===== src/rtl/me_pkg.sv =====
// Shared definitions for the motion-estimation block fetchers.
// Holds the default geometry of the current-frame memory, the default block
// size, and the state encoding used by the block fetch controller.
package me_pkg;

    localparam int ADDR_W_DEFAULT      = 23;
    localparam int FRAME_BYTES_DEFAULT = 8294400;
    localparam int PITCH_DEFAULT       = 64;
    localparam int BLK_DEFAULT         = 16;

    typedef enum logic [1:0] {
        ST_IDLE  = 2'd0,
        ST_FETCH = 2'd1,
        ST_DRAIN = 2'd2
    } fetch_state_t;

endpackage


===== src/rtl/cur_blk_addr_gen.sv =====
// Address generator for one current-frame block.
// Walks the block as words within a row (col) and pairs of rows (rp), with
// col as the inner index. The byte address is stepped incrementally:
// +4 for the next word and a fixed jump to the first word of the next row pair.
//
// Ports:
//   clk, rst   clock and asynchronous active-high reset
//   load       restart the walk at base_addr (col = 0, rp = 0)
//   base_addr  byte address of the block's top-left pixel
//   step       advance to the next word; ignored on the last word
//   addr       byte address of the current upper-row word
//   col, rp    current word index and row-pair index
//   last       current word is the final one of the block
module cur_blk_addr_gen
    import me_pkg::*;
#(
    parameter int PITCH  = PITCH_DEFAULT,
    parameter int BLK    = BLK_DEFAULT,
    parameter int ADDR_W = ADDR_W_DEFAULT
) (
    input  logic              clk,
    input  logic              rst,
    input  logic              load,
    input  logic [ADDR_W-1:0] base_addr,
    input  logic              step,
    output logic [ADDR_W-1:0] addr,
    output logic [1:0]        col,
    output logic [2:0]        rp,
    output logic              last
);

    localparam logic [1:0]        COL_LAST  = 2'(BLK / 4 - 1);
    localparam logic [2:0]        RP_LAST   = 3'(BLK / 2 - 1);
    localparam logic [ADDR_W-1:0] WORD_STEP = ADDR_W'(4);
    // From the last word of a row pair back to column 0, two rows further down.
    localparam logic [ADDR_W-1:0] WRAP_STEP = ADDR_W'(2 * PITCH - (BLK - 4));

    assign last = (col == COL_LAST) && (rp == RP_LAST);

    // Counters and address freeze on the last word so the final address stays
    // visible after the block completes.
    always_ff @(posedge clk or posedge rst) begin
        if (rst) begin
            addr <= '0;
            col  <= '0;
            rp   <= '0;
        end else if (load) begin
            addr <= base_addr;
            col  <= '0;
            rp   <= '0;
        end else if (step && !last) begin
            if (col == COL_LAST) begin
                col  <= '0;
                rp   <= rp + 3'd1;
                addr <= addr + WRAP_STEP;
            end else begin
                col  <= col + 2'd1;
                addr <= addr + WORD_STEP;
            end
        end
    end

endmodule


===== src/rtl/cur_blk_fetch.sv =====
// Current-block fetcher: reads one BLK x BLK block from current-frame memory,
// two vertically adjacent rows per read, and streams it out as 64-bit beats
// over a valid/ready handshake.
//
// Ports:
//   clk, rst              clock and asynchronous active-high reset
//   start, base_addr      one-cycle fetch request and block top-left address
//   busy, done, err       block in progress, completion pulse, rejection pulse
//   mem_addr, mem_rd      upper-row word address and read strobe
//   mem_data1, mem_data2  upper and lower row words (combinational memory)
//   pix_valid, pix_ready  output beat handshake
//   pix_data              {upper word, lower word} of the beat
//   pix_col, pix_rp       word index and row-pair index of the beat
module cur_blk_fetch
    import me_pkg::*;
#(
    parameter int PITCH       = PITCH_DEFAULT,
    parameter int BLK         = BLK_DEFAULT,
    parameter int ADDR_W      = ADDR_W_DEFAULT,
    parameter int FRAME_BYTES = FRAME_BYTES_DEFAULT
) (
    input  logic              clk,
    input  logic              rst,
    input  logic              start,
    input  logic [ADDR_W-1:0] base_addr,
    output logic              busy,
    output logic              done,
    output logic              err,
    output logic [ADDR_W-1:0] mem_addr,
    output logic              mem_rd,
    input  logic [31:0]       mem_data1,
    input  logic [31:0]       mem_data2,
    output logic              pix_valid,
    input  logic              pix_ready,
    output logic [63:0]       pix_data,
    output logic [1:0]        pix_col,
    output logic [2:0]        pix_rp
);

    localparam int            SPAN      = (BLK - 1) * PITCH + BLK - 1;
    localparam logic [ADDR_W:0] SPAN_EXT  = (ADDR_W + 1)'(SPAN);
    localparam logic [ADDR_W:0] LAST_BYTE = (ADDR_W + 1)'(FRAME_BYTES - 1);

    fetch_state_t      state;
    fetch_state_t      state_next;
    logic [ADDR_W:0]   block_end;
    logic              range_ok;
    logic              accept;
    logic              rd;
    logic              gen_last;
    logic [ADDR_W-1:0] gen_addr;
    logic [1:0]        gen_col;
    logic [2:0]        gen_rp;

    // The bottom-right byte of the block is computed one bit wider than the
    // address so a base near the top of the address space cannot wrap into range.
    assign block_end = {1'b0, base_addr} + SPAN_EXT;
    assign range_ok  = (block_end <= LAST_BYTE);
    assign accept    = (state == ST_IDLE) && start && range_ok;

    // A read may only be issued when the output register is free or being
    // emptied this cycle, so no beat is ever overwritten.
    assign rd        = (state == ST_FETCH) && (!pix_valid || pix_ready);

    assign mem_rd    = rd;
    assign mem_addr  = gen_addr;

    cur_blk_addr_gen #(
        .PITCH  (PITCH),
        .BLK    (BLK),
        .ADDR_W (ADDR_W)
    ) u_addr_gen (
        .clk       (clk),
        .rst       (rst),
        .load      (accept),
        .base_addr (base_addr),
        .step      (rd),
        .addr      (gen_addr),
        .col       (gen_col),
        .rp        (gen_rp),
        .last      (gen_last)
    );

    // State register.
    always_ff @(posedge clk or posedge rst) begin
        if (rst) begin
            state <= ST_IDLE;
        end else begin
            state <= state_next;
        end
    end

    // Next-state and status outputs. done is raised in the same cycle the final
    // beat is handshaken, so the controller is back in IDLE on the next cycle.
    always_comb begin
        state_next = state;
        busy       = (state != ST_IDLE);
        done       = 1'b0;
        err        = 1'b0;
        case (state)
            ST_IDLE: begin
                if (start) begin
                    if (range_ok) begin
                        state_next = ST_FETCH;
                    end else begin
                        err = 1'b1;
                    end
                end
            end
            ST_FETCH: begin
                if (rd && gen_last) begin
                    state_next = ST_DRAIN;
                end
            end
            ST_DRAIN: begin
                if (pix_valid && pix_ready) begin
                    done       = 1'b1;
                    state_next = ST_IDLE;
                end
            end
            default: begin
                state_next = ST_IDLE;
            end
        endcase
    end

    // Output beat register: loaded by every issued read, held while stalled,
    // emptied when a beat is taken and nothing replaces it.
    always_ff @(posedge clk or posedge rst) begin
        if (rst) begin
            pix_valid <= 1'b0;
            pix_data  <= '0;
            pix_col   <= '0;
            pix_rp    <= '0;
        end else if (rd) begin
            pix_valid <= 1'b1;
            pix_data  <= {mem_data1, mem_data2};
            pix_col   <= gen_col;
            pix_rp    <= gen_rp;
        end else if (pix_valid && pix_ready) begin
            pix_valid <= 1'b0;
        end
    end

endmodule

===== config.mk =====
export PLATFORM = sky130hd
export DESIGN_NAME = cur_blk_fetch
export DESIGN_NICKNAME = d
export VERILOG_FILES = /design/src/rtl/me_pkg.sv /design/src/rtl/cur_blk_addr_gen.sv /design/src/rtl/cur_blk_fetch.sv
export SDC_FILE = /design/constraint.sdc
export NUM_CORES = 1
export LEC_CHECK = 0
export BUFFER_PORTS_ARGS = -buffer_cell sky130_fd_sc_hd__buf_4
export CAP_MARGIN = 40
export CORE_UTILIZATION = 35
export CTS_BUF_LIST = sky130_fd_sc_hd__clkbuf_4 sky130_fd_sc_hd__clkbuf_8
export CTS_CLUSTER_SIZE = 30
export DETAILED_ROUTE_END_ITERATION = 6
export MAX_ROUTING_LAYER = met4
export PLACE_DENSITY = 0.62
export SYNTH_ARGS = -nofsm -noshare
export SYNTH_HDL_FRONTEND = slang
export SYNTH_SLANG_ARGS = --single-unit

===== constraint.sdc =====
create_clock -name clk -period 4 [get_ports clk]
set_clock_uncertainty 0.1 [all_clocks]
set_input_delay 0.4 -clock clk [delete_from_list [all_inputs] [get_ports clk]]
set_output_delay 0.4 -clock clk [all_outputs]
set_load 0.05 [all_outputs]

==> impl_metrics.ini, run 1 <==
[worst_setup_path]
crit_path_max_fanout = 8
cpPeakStageDelay_ns = 0.46
cpMostUsedCell = ha_1
cp-start-kind = register
cp-startpoint = u_addr_gen.col[0]$_DFFE_PP0P_
crit_type = register to register
path_delay_family = compound AO/OA/AOI/OAI gates
crit_path_top_delay_cell = o21ai_1
rr_startpoint = u_addr_gen.col[0]$_DFFE_PP0P_
cp.required_ns = 4.14
cp.arrival_ns = 2.91
crit_path_end_kind = register
cp_cell_sequence = ha_1 -> ha_1 -> o21ai_0 -> o21ai_1 -> nand3_1 -> o211ai_1 -> o311ai_0
crit_buf_inv = 0

[logic_synthesis]
synth_edf_count = 0
synth-main-ff-cell = dfrtp_1
yosys.cell_count.top_type = dfrtp_1
ys_top_cells_by_count = dfrtp_1, mux2_2, nand2_1, nand3_1, o21ai_0
syn_nets = 451
synth_cells = 353
ys_seq_area_share_pct = 57.0
ys_top_cells_by_area = dfrtp_1, mux2_2, nand2_1
synth_warnings = 0
synth_top_area_share_pct = 57.0
yosys.area.top_type = dfrtp_1
synthArstFlopShare_pct = 100
syn_avg_cell_area_um2 = 12.4
syn_area_um2 = 4390
synth-seq-cells = 100
ys_types = 47

[worst_hold_path]
hp-class = primary input to register
hold_start = base_addr[0]

[floorplanning]
core_area_um2 = 12100
die_h_um = 114
dieArea_um2 = 13000
pin_count = 188
dieWidth_um = 114
num_rows = 40
start_util_pct = 36.3

[clocking]
clockRootBuffer = clkbuf_8
numCtsBuffers = 9
cts_resized = 0
clk_pin_slew_ns = 0.10
clockBufferDepth = 2
clk_latency_ns = 0.38
postCtsSetupRepairBufs = 0
cts_tree = built
cts_num_sinks = 100
hold_buffers = 1
htreeDepth = 3

[pwr]
power-per-cell-area_nw_per_um2 = 761
ir_drop_uv = 448
leakage_nw = 2.85

[place]
dp_cells = 696
hpwl_um = 8590
portBuffers = 187
dp_slack_ns = 1.28
routabilityCongestion = 0.813

[cells_and_area]
n_antenna_cell = 0
nNetsFinal = 638
syn_to_final_growth_pct = 41.1
fill_cells = 1104
instances_no_fill = 713
ff_latch_area_um2 = 2500
multi_input_area_um2 = 1810
layout-drive-gt1-share_pct = 52.3
fin_util_pct = 51.2

[timing]
fin_crit_ns = 2.77
fmax_mhz = 362
period_share_pct = 69.1
finalSetupViolCount = 0
max_slew_margin_pct = 46.7
finalHoldViolations = 0
final.setup.worst_slack_ns = 1.23
worstMarginPinSlew_ns = 0.797
final_max_slew_viol_count = 0
tns_ns = 0
grt_setup_unrepaired = false

[global_route]
grt_first_pass_wirelength_um = 18000
grt-ovfl-total = 0
grt_usage_pct = 18.6
grt_pass1_vias = 3591
antenna_found_initial = 0
grt_max_degree = 45

[routing]
firstDrtPassIters = 4
drc = 0
via_count = 3531
routedWlPerCell_um = 16.2
drtIter0Drc = 170
antenna_left = 0
wirelength_um = 11500
routed_via_density = 4.95

[flow_run]
cap_violations = 0

[outcome]
status = complete, no violations
[sequential cells by signal (all words and copies together) (netlist names)]
signal	flops
pix_data	64
u_addr_gen.addr	23
pix_rp	3
u_addr_gen.rp	3
pix_col	2
state	2
u_addr_gen.col	2
pix_valid	1
[layout make-up]
type	instances	area share, %
inverters	6	0.404
well taps	168	3.39
clock inverters	4	0.384
clock buffers	12	2.56
repair buffers	191	23.7
multi-input cells	232	29.2
flip-flops and latches	100	40.4
[metrics by stage]
stage          power [mW]  cell area [um^2]  hold WS, ns
6_report             4.72              6200        0.135
5_1_grt              4.96              6200        0.117
4_1_cts              4.78              6200        0.103
3_5_place_dp         4.15              6000        0.363
3_3_place_gp         4.10              5980        0.363
2_1_floorplan        3.33              4390        0.405
[layout by cell type (no fill, tap or decap), types with 2 or more instances in the layout]
cell	n
buf_4	188
dfrtp_1	100
mux2_2	69
nand2_1	34
nand3_1	16
o21ai_0	16
clkbuf_8	11
nor2_1	10
nand4_1	7
a22oi_1	7
ha_1	7
o211ai_1	6
xor2_1	6
inv_1	5
o311ai_0	5
a21oi_1	4
nor4_1	3
and3_1	3
a31oi_1	3
nor3_1	3
clkinv_2	3
nand2b_1	2
nor2b_1	2
o22ai_1	2
xnor2_1	2
a211oi_1	2
o311ai_1	2
a41oi_1	2
[worst register-to-register path, cell delays in order, from the launching register on]
cell	delay, ns
dfrtp_1	0.42
ha_1	0.31
ha_1	0.37
o21ai_0	0.19
o21ai_1	0.46
nand3_1	0.35
o211ai_1	0.28
o311ai_0	0.15
[power by group]
| group | internal [mW] | switching [mW] |
|---|---|---|
| combinational | 0.839 | 1.66 |
| sequential | 1.34 | 0.275 |
| clock | 0.265 | 0.340 |
[logic make-up (layout without fill, tap and decap cells)]
logic type      count (synthesis)  in the layout  share of synthesized area [%]
simple gates                   88             88                           9.83
flops                         100            100                           57.0
compound gates                 60             60                           9.88
buf+inv                        21            213                           2.05
fa+ha+maj                       7              7                           1.99
xor+xnor                        8              8                           1.60
mux                            69             69                           17.7
[metal layers]
metal,GRT usage (%),share of wire (%)
met5,-,0
met3,5.37,5.5
met1,22.1,41
met2,30.5,52
met4,5.89,1.7
[worst paths after layout]
path	slack (ns)	cells after the start	end
hold reg to reg	0.41	2	u_addr_gen.addr[1]$_DFFE_PP0P_
max in group asynchronous	2.33	5	pix_data[52]$_DFFE_PP0P_
min in group asynchronous	0.53	3	pix_data[1]$_DFFE_PP0P_
hold / removal	0.14	3	u_addr_gen.addr[0]$_DFFE_PP0P_
setup reg to reg	1.23	7	u_addr_gen.addr[20]$_DFFE_PP0P_
setup / recovery	1.23	7	u_addr_gen.addr[20]$_DFFE_PP0P_
Power figures use the tool's default switching activity.
==> inputs of run 2 (changes only) <==
--- a/config.mk
+++ b/config.mk
@@ -5,6 +5,7 @@
 export SDC_FILE = /design/constraint.sdc
 export NUM_CORES = 1
 export LEC_CHECK = 0
+export ABC_AREA = 1
 export BUFFER_PORTS_ARGS = -buffer_cell sky130_fd_sc_hd__buf_4
 export CAP_MARGIN = 40
 export CORE_UTILIZATION = 35
@@ -12,7 +13,7 @@
 export CTS_CLUSTER_SIZE = 30
 export DETAILED_ROUTE_END_ITERATION = 6
 export MAX_ROUTING_LAYER = met4
-export PLACE_DENSITY = 0.62
+export PLACE_DENSITY = 0.6
 export SYNTH_ARGS = -nofsm -noshare
 export SYNTH_HDL_FRONTEND = slang
 export SYNTH_SLANG_ARGS = --single-unit
==> constraint.sdc (replaced) <==
create_clock -name clk -period 2.6 [get_ports clk]
set_clock_uncertainty 0.1 [all_clocks]
set_input_delay 0.26 -clock clk [delete_from_list [all_inputs] [get_ports clk]]
set_output_delay 0.26 -clock clk [all_outputs]
set_load 0.05 [all_outputs]
==> run 2 against run 1 <==
Combinational power grew to 2.6 times the previous value. Final area is 24% higher. Non-clock buffer count is 78 higher. Clock power is 74% higher. Area after synthesis is 16% higher. Sequential share of layout area is 7.7 points lower. Critical endpoint is now u_addr_gen.addr[13]$_DFFE_PP0P_. Largest cell class unchanged. Highest routed layer unchanged.
==> impl_metrics.ini, run 2 <==
[logic_synthesis]
synth_top_area_share_pct = 49.1
syn_avg_cell_area_um2 = 7.64
synth_simple_gate_area_share_pct = 37.3
syn_nets = 766
syn_area_um2 = 5100
synth_edf_count = 0
synth_compound_area_share_pct = 2.58
synth_cells = 668
ys_seq_area_share_pct = 49.1
synth-main-ff-cell = dfrtp_1
ys_types = 34
ys_top_cells_by_count = nand2_1, dfrtp_1, inv_1, nand3_1, nand4_1
synthMuxAreaShare_pct = 0
yosys.cell_count.top_type = nand2_1
yosys.area.top_type = dfrtp_1
ys_top_cells_by_area = dfrtp_1, nand2_1, nand3_1
synth_warnings = 0
synthArstFlopShare_pct = 100
synth_top_family_by_area = simple AND/OR/NAND/NOR gates
synth_xor_area_share_pct = 2.40
synth_fa_ha_area_share_pct = 1.72
synth-seq-cells = 100

[floorplanning]
dieArea_um2 = 15100
dieWidth_um = 123
start_util_pct = 36.3
num_rows = 43
core_area_um2 = 14000
die_h_um = 123
pin_count = 188

[routing]
via_count = 5166
drtIter0Drc = 314
antenna_left = 0
routed_via_density = 4.68
routedWlPerCell_um = 13.6
wirelength_um = 15000
firstDrtPassIters = 4
drc = 0

[timing]
finalHoldViolations = 0
max_slew_margin_pct = 50.7
worstMarginPinSlew_ns = 0.739
final_max_slew_viol_count = 0
finalSetupViolCount = 0
period_share_pct = 94.6
fin_crit_ns = 2.46
fmax_mhz = 406

[pwr]
combPwrFrac_pct = 61.9
leakage_nw = 4.10
p_int_mw = 4.68
p_sw_mw = 5.66
netSwitchingFraction_pct = 54.7
p_total_mw = 10.3
ir_drop_uv = 683
clock_power_share_pct = 10.1
pwr-share-seq_pct = 28.0
power-per-cell-area_nw_per_um2 = 1350

[clocking]
clk_pin_slew_ns = 0.10
clk_latency_ns = 0.38
cts_tree = built
htreeDepth = 3
clockRootBuffer = clkbuf_8
postCtsSetupRepairBufs = 0
numCtsBuffers = 9
cts_num_sinks = 100
clockBufferDepth = 2

[worst_setup_path]
cpMostUsedCell = nand2_1
cpPeakStageDelay_ns = 0.43
r2r_setup_slack_ns = 0.14
crit_path_end_kind = register
cp_cell_sequence = ha_2 -> ha_1 -> nand2_1 -> nor2_1 -> a211oi_2 -> nand2_1 -> nand2_1 -> nor3_2 -> or2_2 -> nand3_1 -> nand2_1 -> nand2_1 -> nand2_1
crit_path_top_delay_cell = dfrtp_1
cp-start-kind = register
rr_worst_depth = 13
r2r-end = u_addr_gen.addr[13]$_DFFE_PP0P_
crit_path_max_fanout = 6
cp.arrival_ns = 2.64
cp.required_ns = 2.78
crit_buf_inv = 0
path_delay_family = simple AND/OR/NAND/NOR gates
crit_type = register to register
rr_startpoint = u_addr_gen.col[0]$_DFFE_PP0P_

[global_route]
grt_max_degree = 101
antenna_found_initial = 0
grt_usage_pct = 20.4
grt_pass1_vias = 4787
grt_first_pass_wirelength_um = 23300
grt-ovfl-total = 0

[worst_hold_path]
min_delay_worst_endpoint = u_addr_gen.addr[7]$_DFFE_PP0P_
holdPathStages = 3
hold_start = base_addr[7]
hp-class = primary input to register

[cells_and_area]
n_antenna_cell = 0
mostFrequentLayoutCells = nand2_1, buf_4, dfrtp_1
nNetsFinal = 1017
mostFrequentLayoutCell = nand2_1
largest_reg_flops = 64
top_register = pix_data
syn_to_final_growth_pct = 50.1
ff_latch_area_um2 = 2500
instances_no_fill = 1104
layout-drive-gt1-share_pct = 26.7
largestRegisters = pix_data (64), u_addr_gen.addr (23)
multi_input_area_um2 = 2280
fill_cells = 1326

[place]
routabilityCongestion = 0.896
hpwl_um = 10300
dp_cells = 1019
portBuffers = 187

[outcome]
status = complete, no violations

[flow_run]
cap_violations = 0
## run 2: layout make-up
cell class                      instances  share of cell area (%)
Timing Repair Buffer                  269                    29.1
Inverter                               57                    2.84
Sequential cell                       100                    32.7
Clock buffer                           10                    1.72
Clock inverter                          6                   0.931
Tap cell                              180                    2.94
Multi-Input combinational cell        482                    29.8
## run 2: metrics by stage
step / hold slack, ns / setup WS (ns) / setup TNS, ns / util (%) / cell area (um^2)
floorplan: 0.270 / 0.128 / 0 / - / 5100
global placement: 0.355 / 0.178 / 0 / 47.9 / 6730
detailed placement: 0.360 / 0.0179 / 0 / 47.9 / 6730
CTS: 0.0322 / 0.0200 / 0 / 54.3 / 7620
global route: 0.0627 / -0.000717 / -0.000717 / 54.5 / 7660
finish: 0.0574 / 0.140 / 0 / 54.5 / 7660
## run 2: worst max-delay path by stage
stage | startpoint | end | slack [ns] | depth (start not counted)
finish | u_addr_gen.col[0]$_DFFE_PP0P_ | u_addr_gen.addr[13]$_DFFE_PP0P_ | 0.14 | 13
global route | u_addr_gen.col[0]$_DFFE_PP0P_ | u_addr_gen.addr[21]$_DFFE_PP0P_ | -0.0007 | 12
CTS | u_addr_gen.col[0]$_DFFE_PP0P_ | u_addr_gen.addr[17]$_DFFE_PP0P_ | 0.02 | 12
detailed placement | u_addr_gen.col[0]$_DFFE_PP0P_ | u_addr_gen.addr[17]$_DFFE_PP0P_ | 0.02 | 12
global placement | u_addr_gen.col[0]$_DFFE_PP0P_ | u_addr_gen.addr[17]$_DFFE_PP0P_ | 0.18 | 12
floorplan | base_addr[7] | err | 0.13 | 11
## run 2: logic make-up (layout without fill, tap and decap cells)
family          after synthesis  in the layout
compound gates               23             23
flops                       100            100
fa+ha+maj                     7              7
xor+xnor                     14             14
buf+inv                      86            342
simple gates                438            438
## run 2: power by group through the flow
stage	logic [mW]	clock network, mW	registers [mW]
finish	6.40	1.05	2.90
global route	6.84	1.16	3.00
CTS	6.37	1.09	2.89
detailed placement	6.28	0	2.91
global placement	6.20	0	2.89
floorplan	1.93	0	5.27
## run 2: routing by layer
layer  track usage [%]  routed length [um]
met5                 -                   0
met4              9.53                 422
met3              3.25                 835
met2              31.6                7140
met1              26.1                6590
## run 2: timing repair
action | 4_1_cts | 5_1_grt
setup endpoints to repair | 0 | 10
hold buffers | 69 | 0
resized for setup | 0 | 6
endpoints found under the hold margin | 168 | 0
## run 2: tightest hold or removal path, delay by kind of cell
kind                   cells  cell delay, ns
buffers and inverters      1            0.09
and+or+nand+nor            2            0.16
